[src/rtl/timeout_bank_pkg.sv]
// Shared defaults and types for the timeout bank and its channels.
package timeout_bank_pkg;

   localparam int DEF_N        = 4;
   localparam int DEF_WIDTH    = 8;
   localparam int DEF_SEL_W    = 2;
   localparam int DEF_PRESCALE = 1;

   // What a channel does at a given edge, already resolved by priority.
   typedef enum logic [2:0] {
      EV_IDLE,
      EV_CANCEL,
      EV_START,
      EV_EXPIRE,
      EV_DEC
   } ch_event_e;

   // Prescaler counter width; a prescale of 1 still needs a 1-bit register.
   function automatic int pre_width(input int prescale);
      return (prescale > 1) ? $clog2(prescale) : 1;
   endfunction

endpackage

[src/rtl/timeout_bank_channel.sv]
// One timeout channel: down-counter, latched mode/reload value, done pulse
// and sticky expiry flag. Advances only on edges where tick is high.
module timeout_bank_channel
   import timeout_bank_pkg::*;
#(
   parameter int WIDTH = DEF_WIDTH
) (
   input  logic             clk,
   input  logic             rst,
   input  logic             tick,
   input  logic             start,
   input  logic             cancel,
   input  logic             periodic,
   input  logic [WIDTH-1:0] load,
   input  logic             clear_expired,
   output logic             done,
   output logic             busy,
   output logic             expired,
   output logic [WIDTH-1:0] count
);

   logic [WIDTH-1:0] count_q, count_d;
   logic [WIDTH-1:0] reload_q, reload_d;
   logic             busy_q, busy_d;
   logic             done_q, done_d;
   logic             expired_q, expired_d;
   logic             periodic_q, periodic_d;
   logic [WIDTH-1:0] load_eff;
   logic             set_expired;
   ch_event_e        ev;

   // A load of zero behaves as a load of one so the channel always expires.
   assign load_eff = (load == '0) ? WIDTH'(1) : load;

   // Resolve the per-edge event by priority: cancel, start, expiry, decrement.
   always_comb begin
      ev = EV_IDLE;
      if (cancel)                                      ev = EV_CANCEL;
      else if (start)                                  ev = EV_START;
      else if (busy_q && tick && count_q == WIDTH'(1)) ev = EV_EXPIRE;
      else if (busy_q && tick)                         ev = EV_DEC;
   end

   // Next-state for counter, mode latch, done pulse and sticky flag.
   always_comb begin
      // NOTE: every output of this block gets a default first, so no path leaves one unassigned and no latch is inferred.
      count_d     = count_q;
      reload_d    = reload_q;
      busy_d      = busy_q;
      periodic_d  = periodic_q;
      done_d      = 1'b0;
      set_expired = 1'b0;
      case (ev)
         EV_CANCEL: begin
            busy_d  = 1'b0;
            count_d = '0;
         end
         EV_START: begin
            count_d    = load_eff;
            reload_d   = load_eff;
            periodic_d = periodic;
            busy_d     = 1'b1;
         end
         EV_EXPIRE: begin
            done_d      = 1'b1;
            set_expired = 1'b1;
            if (periodic_q) begin
               count_d = reload_q;
            end else begin
               count_d = '0;
               busy_d  = 1'b0;
            end
         end
         EV_DEC:  count_d = count_q - WIDTH'(1);
         default: ;
      endcase
      // Setting the flag wins over a coincident clear.
      expired_d = set_expired | (expired_q & ~clear_expired);
   end

   // State registers with synchronous reset.
   always_ff @(posedge clk) begin
      // NOTE: state registers use non-blocking assignments so every flop samples the pre-edge values.
      if (rst) begin
         count_q    <= '0;
         reload_q   <= '0;
         busy_q     <= 1'b0;
         done_q     <= 1'b0;
         expired_q  <= 1'b0;
         periodic_q <= 1'b0;
      end else begin
         count_q    <= count_d;
         reload_q   <= reload_d;
         busy_q     <= busy_d;
         done_q     <= done_d;
         expired_q  <= expired_d;
         periodic_q <= periodic_d;
      end
   end

   assign done    = done_q;
   assign busy    = busy_q;
   assign expired = expired_q;
   assign count   = count_q;

endmodule

[src/rtl/timeout_bank.sv]
// Bank of independent timeout channels sharing one free-running prescaler,
// with a registered readback of a selected channel's remaining count.
module timeout_bank
   import timeout_bank_pkg::*;
#(
   parameter int N        = DEF_N,
   parameter int WIDTH    = DEF_WIDTH,
   parameter int SEL_W    = DEF_SEL_W,
   parameter int PRESCALE = DEF_PRESCALE
) (
   input  logic                 clk,
   input  logic                 rst,
   input  logic [N-1:0]         start,
   input  logic [N-1:0]         cancel,
   input  logic [N-1:0]         periodic,
   input  logic [N*WIDTH-1:0]   timeout,
   input  logic [N-1:0]         clear_expired,
   input  logic [SEL_W-1:0]     rd_sel,
   output logic [N-1:0]         done,
   output logic [N-1:0]         busy,
   output logic [N-1:0]         expired,
   output logic [WIDTH-1:0]     rd_remaining
);

   localparam int               PRE_W   = pre_width(PRESCALE);
   localparam logic [PRE_W-1:0] PRE_MAX = PRE_W'(PRESCALE - 1);

   logic [PRE_W-1:0] pre_q, pre_d;
   logic             tick;
   logic [WIDTH-1:0] ch_count [N];
   logic [WIDTH-1:0] rd_q, rd_d;

   // Prescaler wraps at PRESCALE-1; it is never restarted by a channel start.
   assign tick  = (pre_q == PRE_MAX);
   assign pre_d = tick ? '0 : pre_q + PRE_W'(1);

   // Prescaler register.
   always_ff @(posedge clk) begin
      if (rst) pre_q <= '0;
      else     pre_q <= pre_d;
   end

   for (genvar i = 0; i < N; i++) begin : g_ch
      timeout_bank_channel #(.WIDTH(WIDTH)) u_ch (
         .clk           (clk),
         .rst           (rst),
         .tick          (tick),
         .start         (start[i]),
         .cancel        (cancel[i]),
         .periodic      (periodic[i]),
         .load          (timeout[i*WIDTH +: WIDTH]),
         .clear_expired (clear_expired[i]),
         .done          (done[i]),
         .busy          (busy[i]),
         .expired       (expired[i]),
         .count         (ch_count[i])
      );
   end

   // Readback mux; selections past the last channel read zero.
   always_comb begin
      rd_d = '0;
      for (int i = 0; i < N; i++) begin
         if (rd_sel == SEL_W'(i)) rd_d = ch_count[i];
      end
   end

   // Readback register gives the selected count one clock late.
   always_ff @(posedge clk) begin
      if (rst) rd_q <= '0;
      else     rd_q <= rd_d;
   end

   assign rd_remaining = rd_q;

endmodule

[config.mk]
export PLATFORM = sky130hd
export DESIGN_NAME = timeout_bank
export DESIGN_NICKNAME = d
export VERILOG_FILES = /design/src/rtl/timeout_bank_pkg.sv /design/src/rtl/timeout_bank_channel.sv /design/src/rtl/timeout_bank.sv
export SDC_FILE = /design/constraint.sdc
export NUM_CORES = 1
export LEC_CHECK = 0
export CAP_MARGIN = 20
export CORE_ASPECT_RATIO = 0.6
export CORE_MARGIN = 2
export CORE_UTILIZATION = 59
export DETAILED_ROUTE_END_ITERATION = 8
export PLACE_DENSITY = 0.91
export RECOVER_POWER = 50
export SLEW_MARGIN = 20
export SYNTH_ARGS = -nofsm -noshare
export SYNTH_HDL_FRONTEND = slang
export SYNTH_SLANG_ARGS = --single-unit
[constraint.sdc]
create_clock -name clk -period 3.7 [get_ports clk]
set_clock_uncertainty 0.2 [all_clocks]
set_input_delay 0.74 -clock clk [delete_from_list [all_inputs] [get_ports clk]]
set_output_delay 0.74 -clock clk [all_outputs]
set_load 0.05 [all_outputs]
* Word-level counts from Yosys, hierarchy flattened
Cells that the tools add are included.
Storage, ports and cells: bits in registers 89, input bits 52, logic and storage cells 141
Operators by class: bitwise logic cells 13, multiplexer cells 44, reductions and logical operators 26, equal/unequal tests 27, add/sub/neg operators 5
Operators with widths (count):
- 8-bit one-hot mux with 4 select lines | 4
- 8-bit 2-to-1 mux | 12
- 3-bit 2-to-1 mux | 16
- 8-bit by 1-bit == test with 1-bit output, second input constant | 4
- 8-bit zero test | 4
- 8-bit by 1-bit subtractor with 8-bit output, second input constant | 4
- 3-bit by 2-bit == test with 1-bit output, second input constant | 8
- 4-bit nonzero test | 4
- 3-bit by 1-bit == test with 1-bit output, second input constant | 4
- 3-bit == test, second input constant | 4
- 1-bit one-hot mux with 3 select lines | 4
- 3-bit nonzero test | 4
- 1-bit logical AND | 8
- 1-bit 2-to-1 mux | 8
- 2-bit != test, second input constant | 4
- 2-bit AND reduction | 4
- 1-bit inverter | 5
- 1-bit bitwise AND | 4
- 2-bit == test, second input constant | 2
- 1-bit OR | 4
- 2-bit by 1-bit == test with 1-bit output, second input constant | 1
- 2-bit zero test | 1
- 2-bit OR reduction | 1
- 1-bit adder, second input constant | 1

* Longest topological paths before layout
Gate-level depths: netlist of the first run.
depth in word-level cells 9, depth in mapped cells 7, mapped depth without buffers 6

* Modules after synthesis
A second synthesis of the first run with hierarchy kept.
Second synthesis, totals: cells, all modules 595, area total of the unflattened synthesis 4953.5 µm²
By module, submodules not included:
- timeout_bank_channel at g_ch[1].u_ch ... | seq. area each 400.4 µm², cells an instance 139, instances 3, area an instance 1128.6 µm²
- timeout_bank_channel at g_ch[0].u_ch | seq. area each 400.4 µm², cells an instance 137, instances 1, area an instance 1117.3 µm²
- timeout_bank | seq. area each 180.2 µm², cells an instance 41, instances 1, area an instance 450.4 µm²

* Worst setup path after synthesis of the first run
No wires, ideal clock.
path type input port to flip-flop, start in start[0], end reg g_ch[0].u_ch.count_q[5], setup time 0.058 ns, required time 3.442 ns, stages 5, data arrival time 2.145 ns, path buffers 1, slack 1.297 ns, path through or4b_1 > buf_2 > or3_4 > nor3b_2 > a211o_1
On the way: cells in the longest elaborated chain, start to end 4, elaborated cells between the ends (all ways) 8, those cells by class eq/ne (4); mux (3); reduce/logical (1)
RTL lines:
- start: declaration | line timeout_bank.sv:13 | input logic [N-1:0] start,
- 3-bit 2-to-1 mux * | line timeout_bank_channel.sv:39 | else if (start) ev = EV_START;
- 3-bit 2-to-1 mux * | line timeout_bank_channel.sv:38 | if (cancel) ev = EV_CANCEL;
- 3-bit == test, or another cell as far along | line timeout_bank_channel.sv:53 | case (ev)
- 8-bit one-hot mux with 4 select lines or 4-bit nonzero test (tied branches)
- end signal: assignment | line timeout_bank_channel.sv:92 | count_q <= count_d;
- end: declaration | line timeout_bank_channel.sv:22 | logic [WIDTH-1:0] count_q, count_d;
Mark *: on every way between the ends. The rest lies on a longest branch, timed or not. A chain may end at the register's enable or synchronous reset.

* Worst setup path after layout of the first run
start in start[1], end reg g_ch[1].u_ch.count_q[3]
On the way: cells in the longest elaborated chain, start to end 4, elaborated cells between the ends (all ways) 8, those cells by class eq/ne (4); mux (3); reduce/logical (1)
RTL lines (line):
- 3-bit 2-to-1 mux * | timeout_bank_channel.sv:39
- 3-bit 2-to-1 mux * | timeout_bank_channel.sv:38
- 3-bit == test, or another cell as far along | timeout_bank_channel.sv:53
- 8-bit one-hot mux with 4 select lines or 4-bit nonzero test (tied branches)
- end signal: assignment | timeout_bank_channel.sv:92
- end: declaration | timeout_bank_channel.sv:22
Marks and branches as above.

==> impl_metrics.csv, run 1 <==
group,metric,value,unit
clock_network,clk_pin_slew,0.06,ns
cells_and_area,n_antenna_cell,0,
pwr,p_per_area,417.9,nW/um2
worst_setup_path,path_max_fanout,17,
worst_setup_path,critPathCaptureType,"flop",
synthesis,synthCells,577,
floorplan,die_w,120.4,um
sta,rsz0062_at_grt,"no",
synthesis,synth_top_area_frac,0.3715,
clock_network,cts_tree,"done",
hold_path,holdPathEnd,"g_ch[2].u_ch.reload_q[2]$_SDFFE_PP0P_",
synthesis,ys_top_cells_by_count,"dfxtp_1 (89), nand2_1 (81), a21oi_1 (60)",
floorplan,fp-row-count,25,
worst_setup_path,worst-r2r-cell-count,5,
clock_network,cts-root-buf,"clkbuf_16",
clock_network,postCtsHoldBufs,0,
outcome,status,"finished clean",
worst_setup_path,slowest_delay,0.64,ns
clock_network,htreeDepth,3,
synthesis,yosys.area.top_type,"dfxtp_1",
place,dp_hpwl,9486,um
pwr,netSwitchingPower,0.0006016,W
cells_and_area,nets,676,
sta,slew_viol_final,0,
global_routing,grtUsageTotal,0.3045,
synthesis,ys_types,65,
detailed_routing,post_drt_via_cell_ratio,6.455,
global_routing,antenna_found_initial,0,
sta,setup_tns,0,ns
hold_path,hold_class,"flop to flop",
pwr,p_int,0.001817,W
sta,period_share,0.7970,
worst_setup_path,cp_slowest_cell,"nor4b_1",
hold_path,hold_depth,2,
clock_network,cts_buffers,9,
floorplan,coreArea,7883,um2
synthesis,synth_area,4796,um2
synthesis,post-synth-top-count-cell,"dfxtp_1",
sta,period_needed,2.949,ns
place,gp_congestion,0.9329,
sta,max-slew-margin-rel,0.4210,
global_routing,grt_pass1_wl,21120,um
synthesis,async_reset_ff_frac,0,
pwr,clkPwrFrac,0.439,
worst_setup_path,crit_start,"start[1]",
pwr,ir_drop,280.4,uV
clock_network,clock_latency,0.35,ns
synthesis,yosys_register_bits,89,
clock_network,clk_path_buf_depth,2,
synthesis,ys_seq_area_frac,0.3715,
pwr,p_leak,2.150,nW
floorplan,ios,72,
place,io_buffers,71,
worst_setup_path,crit_arrival,3.05,ns
synthesis,synth_nets,637,
floorplan,dieArea,8889,um2
sta,fmax,339.1,MHz
synthesis,yosys_most_used_dff,"dfxtp_1",
detailed_routing,drt-initial-drc-count,692,
global_routing,grt_max_degree,59,
synthesis,ys.warnings.count,0,
floorplan,die_h,73.84,um
cells_and_area,drive_gt1_frac,0.06441,
clock_network,cts_sinks,89,
detailed_routing,drt_wl_total,13450,um
detailed_routing,postRouteAntennaNets,0,
sta,timing.final.hold_violations,0,
sta,worst_slack,0.7509,ns
pwr,comb_power_share,0.131,
synthesis,synth_area_per_cell,8.312,um2
detailed_routing,drc,0,
synthesis,synth.area.top_cells,"dfxtp_1 (37%), nand2_1 (6.3%), a21oi_1 (6.3%), mux4_2 (3.8%), nor2b_1 (3.0%)",
worst_setup_path,critPathLaunchType,"primary input",
worst_setup_path,cp_cell_sequence,"dlygate4sd3_1 -> clkbuf_1 -> nor4b_1 -> o21ai_1 -> a211oi_1 -> a211o_1",
floorplan,initial_core_util,0.6084,
sta,finalSetupViolations,0,
sta,worstMarginPinSlew,0.8606,ns
pwr,power_frac_seq,0.430,
pwr,swShare,0.2487,
place,pre_cts_ws,0.6211,ns
worst_setup_path,r2r-end,"g_ch[0].u_ch.count[5]$_SDFFE_PP0P_",
worst_setup_path,crit_type,"primary input to flop",
synthesis,synth_enable_flop_cells,0,
detailed_routing,wl_per_cell,18.44,um
worst_setup_path,rrSetupSlack,1.11,ns
cells_and_area,area_delta_synth_final,20.69,%
global_routing,grt_pass1_vias,4217,
global_routing,grt-ovfl-total,0,
clock_network,cts_resized,0,
hold_path,worstHoldStart,"g_ch[2].u_ch.reload_q[2]$_SDFFE_PP0P_",
worst_setup_path,r2r_start,"g_ch[0].u_ch.count[0]$_SDFFE_PP0P_",
worst_setup_path,required,3.80,ns
detailed_routing,via_count,4706,
clock_network,cts_setup_buffers,0,
detailed_routing,dr.pass1.iters,5,
run,drv_cap,0,
==> cells by family after synthesis <==
family,Yosys count,synth area share
buffers and inverters,67,0.06366
other,1,0.0007819
xor gates and xnor gates,8,0.01461
muxes,11,0.04383
and+or+nand+nor,243,0.2794
AOI/OAI and AO/OA,150,0.2053
adders and majority gates,8,0.02087
DFF,89,0.3715
==> power by group through the flow <==
stage | logic (W) | registers, W | clock network (W)
2_1_floorplan | 0.000195 | 0.00105 | 0
3_5_place_dp | 0.000311 | 0.00106 | 0
3_3_place_gp | 0.000300 | 0.00106 | 0
6_report | 0.000318 | 0.00104 | 0.00106
5_1_grt | 0.000340 | 0.00104 | 0.00110
4_1_cts | 0.000316 | 0.00104 | 0.00106
==> registers in the layout (all words and copies together) (netlist names) <==
signal,count
g_ch.u_ch.periodic_q,4
g_ch.u_ch.reload_q,32
rd_remaining,8
g_ch.u_ch.count,32
g_ch.u_ch.busy,4
pre_q,1
g_ch.u_ch.done,4
g_ch.u_ch.expired,4
==> metal layers <==
layer	global-route usage	vias up	wire [um]
li1	-	2167	-
met1	0.4243	2238	5860
met2	0.4765	280	5959
met3	0.07919	21	1462
met4	0.07235	0	163
met5	0	-	0
==> worst max path at each step <==
stage / end / slack, ns / cells after the start
2_1_floorplan: g_ch[0].u_ch.count[5]$_SDFFE_PP0P_ / 1.30 / 5
3_3_place_gp: g_ch[3].u_ch.busy$_SDFFE_PP0P_ / 0.72 / 5
6_report: g_ch[1].u_ch.count[3]$_SDFFE_PP0P_ / 0.75 / 6
3_5_place_dp: g_ch[1].u_ch.count[4]$_SDFFE_PP0P_ / 0.62 / 5
4_1_cts: g_ch[3].u_ch.reload_q[0]$_SDFFE_PP0P_ / 0.92 / 5
5_1_grt: g_ch[1].u_ch.count[1]$_SDFFE_PP0P_ / 0.61 / 6
==> cell usage in the layout, fill, tap and decap left out, types with 15 or more instances in the layout <==
cell type,n
dlygate4sd3_1,23
clkdlybuf4s50_1,47
nor2_1,21
nand2_1,81
nor2b_1,23
a31oi_1,15
a21oi_1,60
inv_1,15
nor3_1,18
dfxtp_1,89
==> area by class of cell <==
| type | instances | area, um2 |
|---|---|---|
| clock buffer | 10 | 239.0 |
| multi-input combinational | 421 | 2704 |
| inverter | 16 | 60.06 |
| sequential | 89 | 1782 |
| fill | 611 | 2095 |
| tap | 108 | 135.1 |
| timing repair buffer | 79 | 763.2 |
| clock inverter | 6 | 105.1 |
==> per-stage QoR <==
step	instances	power, W	cell area, um2	util	hold WS (ns)
4_1_cts	729	0.002415	5808	0.7368	0.2568
5_1_grt	729	0.002487	5788	0.7343	0.2767
3_3_place_gp	713	0.001357	5464	0.6932	0.2405
3_5_place_dp	713	0.001370	5464	0.6932	0.2484
6_report	729	0.002419	5788	0.7343	0.2552
2_1_floorplan	577	0.001244	4796	-	0.2261
==> worst max-delay path: cells and delay by family <==
kind            cells  cell delay, ns
buf+inv             2            0.87
simple gates        1            0.64
compound gates      3            0.79
(Power assumes the default switching activity.)
==> inputs of run 2 (changes only) <==
CORE_UTILIZATION = 49   (was 59)
PLACE_DENSITY = 0.81   (was 0.91)
clock period = 2.5 ns   (was 3.7 ns; I/O delays follow)
==> run 2 against run 1 <==
Net effect: via count is 1.6% higher; die area is 19% higher; register-to-register slack worse by 0.92 ns; setup slack worse by 0.60 ns; critical path type unchanged; highest routed layer unchanged.
==> impl_metrics.csv, run 2 (synthesis gave the netlist of run 1 again) <==
group,metric,value,unit
pwr,ir_drop,405.1,uV
floorplan,ios,72,
pwr,p_per_area,556.9,nW/um2
clock_network,cts_setup_buffers,0,
place,pre_cts_ws,-0.1192,ns
pwr,total_power,0.003323,W
worst_setup_path,crit_start,"start[1]",
sta,rsz0062_at_grt,"no",
floorplan,initial_core_util,0.5125,
place,post_dp_cell_area,5712,um2
sta,worst_slack,0.1509,ns
worst_setup_path,cp_cell_sequence,"dlygate4sd3_1 -> or4b_4 -> or3_4 -> nor3b_2 -> a211o_1",
sta,period_share,0.9396,
place,placed_cells,766,
worst_setup_path,crit_type,"primary input to flop",
detailed_routing,drc,0,
worst_setup_path,crit_family,"simple AND/OR/NAND/NOR gates",
cells_and_area,layout_common_cells,"dfxtp_1 (89), nand2_1 (81), clkdlybuf4s50_1 (66)",
clock_network,clk_pin_slew,0.06,ns
sta,finalSetupViolations,0,
cells_and_area,stdcell_count,781,
sta,worstMarginPinSlew,0.6892,ns
pwr,p_leak,2.211,nW
hold_path,worstHoldStart,"g_ch[2].u_ch.reload_q[0]$_SDFFE_PP0P_",
detailed_routing,wl_per_cell,17.67,um
clock_network,postCtsHoldBufs,0,
detailed_routing,drt_wl_total,13800,um
clock_network,cts_buffers,9,
detailed_routing,via_count,4781,
cells_and_area,drive_gt1_frac,0.1060,
sta,fmax,425.7,MHz
sta,timing.final.hold_violations,0,
place,io_buffers,71,
pwr,comb_power_share,0.149,
worst_setup_path,slowest_delay,0.56,ns
floorplan,die_w,131.7,um
sta,max-slew-margin-rel,0.5405,
global_routing,grt-ovfl-total,0,
global_routing,grt_pass1_wl,22350,um
floorplan,dieArea,10620,um2
pwr,power_frac_seq,0.463,
outcome,status,"finished clean",
floorplan,fp-row-count,27,
detailed_routing,post_drt_via_cell_ratio,6.122,
detailed_routing,drt-initial-drc-count,608,
worst_setup_path,critPathCaptureType,"flop",
pwr,netSwitchingPower,0.0008667,W
clock_network,cts-root-buf,"clkbuf_16",
place,dp_hpwl,10210,um
sta,period_needed,2.349,ns
pwr,swShare,0.2608,
cells_and_area,area_delta_synth_final,24.42,%
clock_network,cts_sinks,89,
floorplan,die_h,80.63,um
worst_setup_path,r2r_start,"g_ch[0].u_ch.count[0]$_SDFFE_PP0P_",
hold_path,hold_class,"flop to flop",
cells_and_area,fin_area,5967,um2
cells_and_area,n_antenna_cell,0,
pwr,clkPwrFrac,0.388,
worst_setup_path,cp_slowest_cell,"dlygate4sd3_1",
clock_network,htreeDepth,3,
worst_setup_path,crit_arrival,2.44,ns
global_routing,grt_max_degree,28,
floorplan,coreArea,9358,um2
worst_setup_path,required,2.59,ns
clock_network,cts_resized,0,
place,gp_congestion,0.9188,
global_routing,grt_pass1_vias,4456,
worst_setup_path,path_max_fanout,4,
sta,slew_viol_final,0,
cells_and_area,nets,707,
global_routing,antenna_found_initial,0,
pwr,p_int,0.002456,W
detailed_routing,postRouteAntennaNets,0,
cells_and_area,layout_commonest_cell,"dfxtp_1",
clock_network,clk_path_buf_depth,2,
worst_setup_path,critPathLaunchType,"primary input",
global_routing,grtUsageTotal,0.2652,
worst_setup_path,cp_num_buf_inv,1,
clock_network,cts_tree,"done",
run,drv_cap,0,
clock_network,clock_latency,0.34,ns
detailed_routing,dr.pass1.iters,5,
[run 2: changes by cell type in the layout (fill, tap and decap cells not counted), moves of 2 or more]
| cell | previous run | this run |
|---|---|---|
| buf_4 | 3 | 32 |
| clkdlybuf4s50_1 | 47 | 66 |
| dlygate4sd3_1 | 23 | 4 |
| bufinv_16 | 3 | 0 |
| clkbuf_8 | 1 | 3 |
[run 2: through the flow]
step	setup TNS, ns	util	hold WS [ns]
after CTS	0	0.6405	0.2566
after floorplan	0	-	0.2261
after detailed placement	-0.5879	0.6104	0.2482
after global routing	0	0.6377	0.2860
after global placement	-0.2650	0.6104	0.2445
final	0	0.6377	0.2567
[run 2: layer usage]
metal	GRT usage	routed length, um	part of all wire	vias to the layer above
met3	0.07828	1436	0.10	37
met2	0.4000	5826	0.42	245
li1	-	-	-	2236
met5	0	0	0	-
met1	0.3656	6240	0.45	2263
met4	0.08152	300	0.022	0
[run 2: worst register-to-register path, delay by kind of cell (launching register included)]
family	cells	cell delay [ns]
compound gates	1	0.17
fa+ha+maj	1	0.25
flops	1	0.50
simple gates	3	1.13
[run 2: final cells by class]
type                       count  area [um2]
sequential                    89        1782
timing repair buffer         110       977.2
tap                          130       162.7
clock buffer                  12       266.5
inverter                      16       60.06
multi-input combinational    421        2704
fill                         816        3391
clock inverter                 3       15.01
[run 2: power by group through the flow]
| stage | sequential (W) | combinational, W | clock, W |
|---|---|---|---|
| floorplan | 0.00155 | 0.000289 | 0 |
| global placement | 0.00156 | 0.000477 | 0 |
| detailed placement | 0.00156 | 0.000492 | 0 |
| CTS | 0.00153 | 0.000496 | 0.00130 |
| global route | 0.00154 | 0.000540 | 0.00137 |
| finish | 0.00154 | 0.000497 | 0.00129 |
[run 2: final timing paths]
| path | end | slack [ns] | depth (start not counted) |
|---|---|---|---|
| setup / recovery | g_ch[1].u_ch.count[3]$_SDFFE_PP0P_ | 0.15 | 5 |
| setup reg to reg | g_ch[0].u_ch.count[5]$_SDFFE_PP0P_ | 0.19 | 5 |
| hold reg to reg | g_ch[2].u_ch.reload_q[0]$_SDFFE_PP0P_ | 0.26 | 2 |
| hold / removal | g_ch[2].u_ch.reload_q[0]$_SDFFE_PP0P_ | 0.26 | 2 |
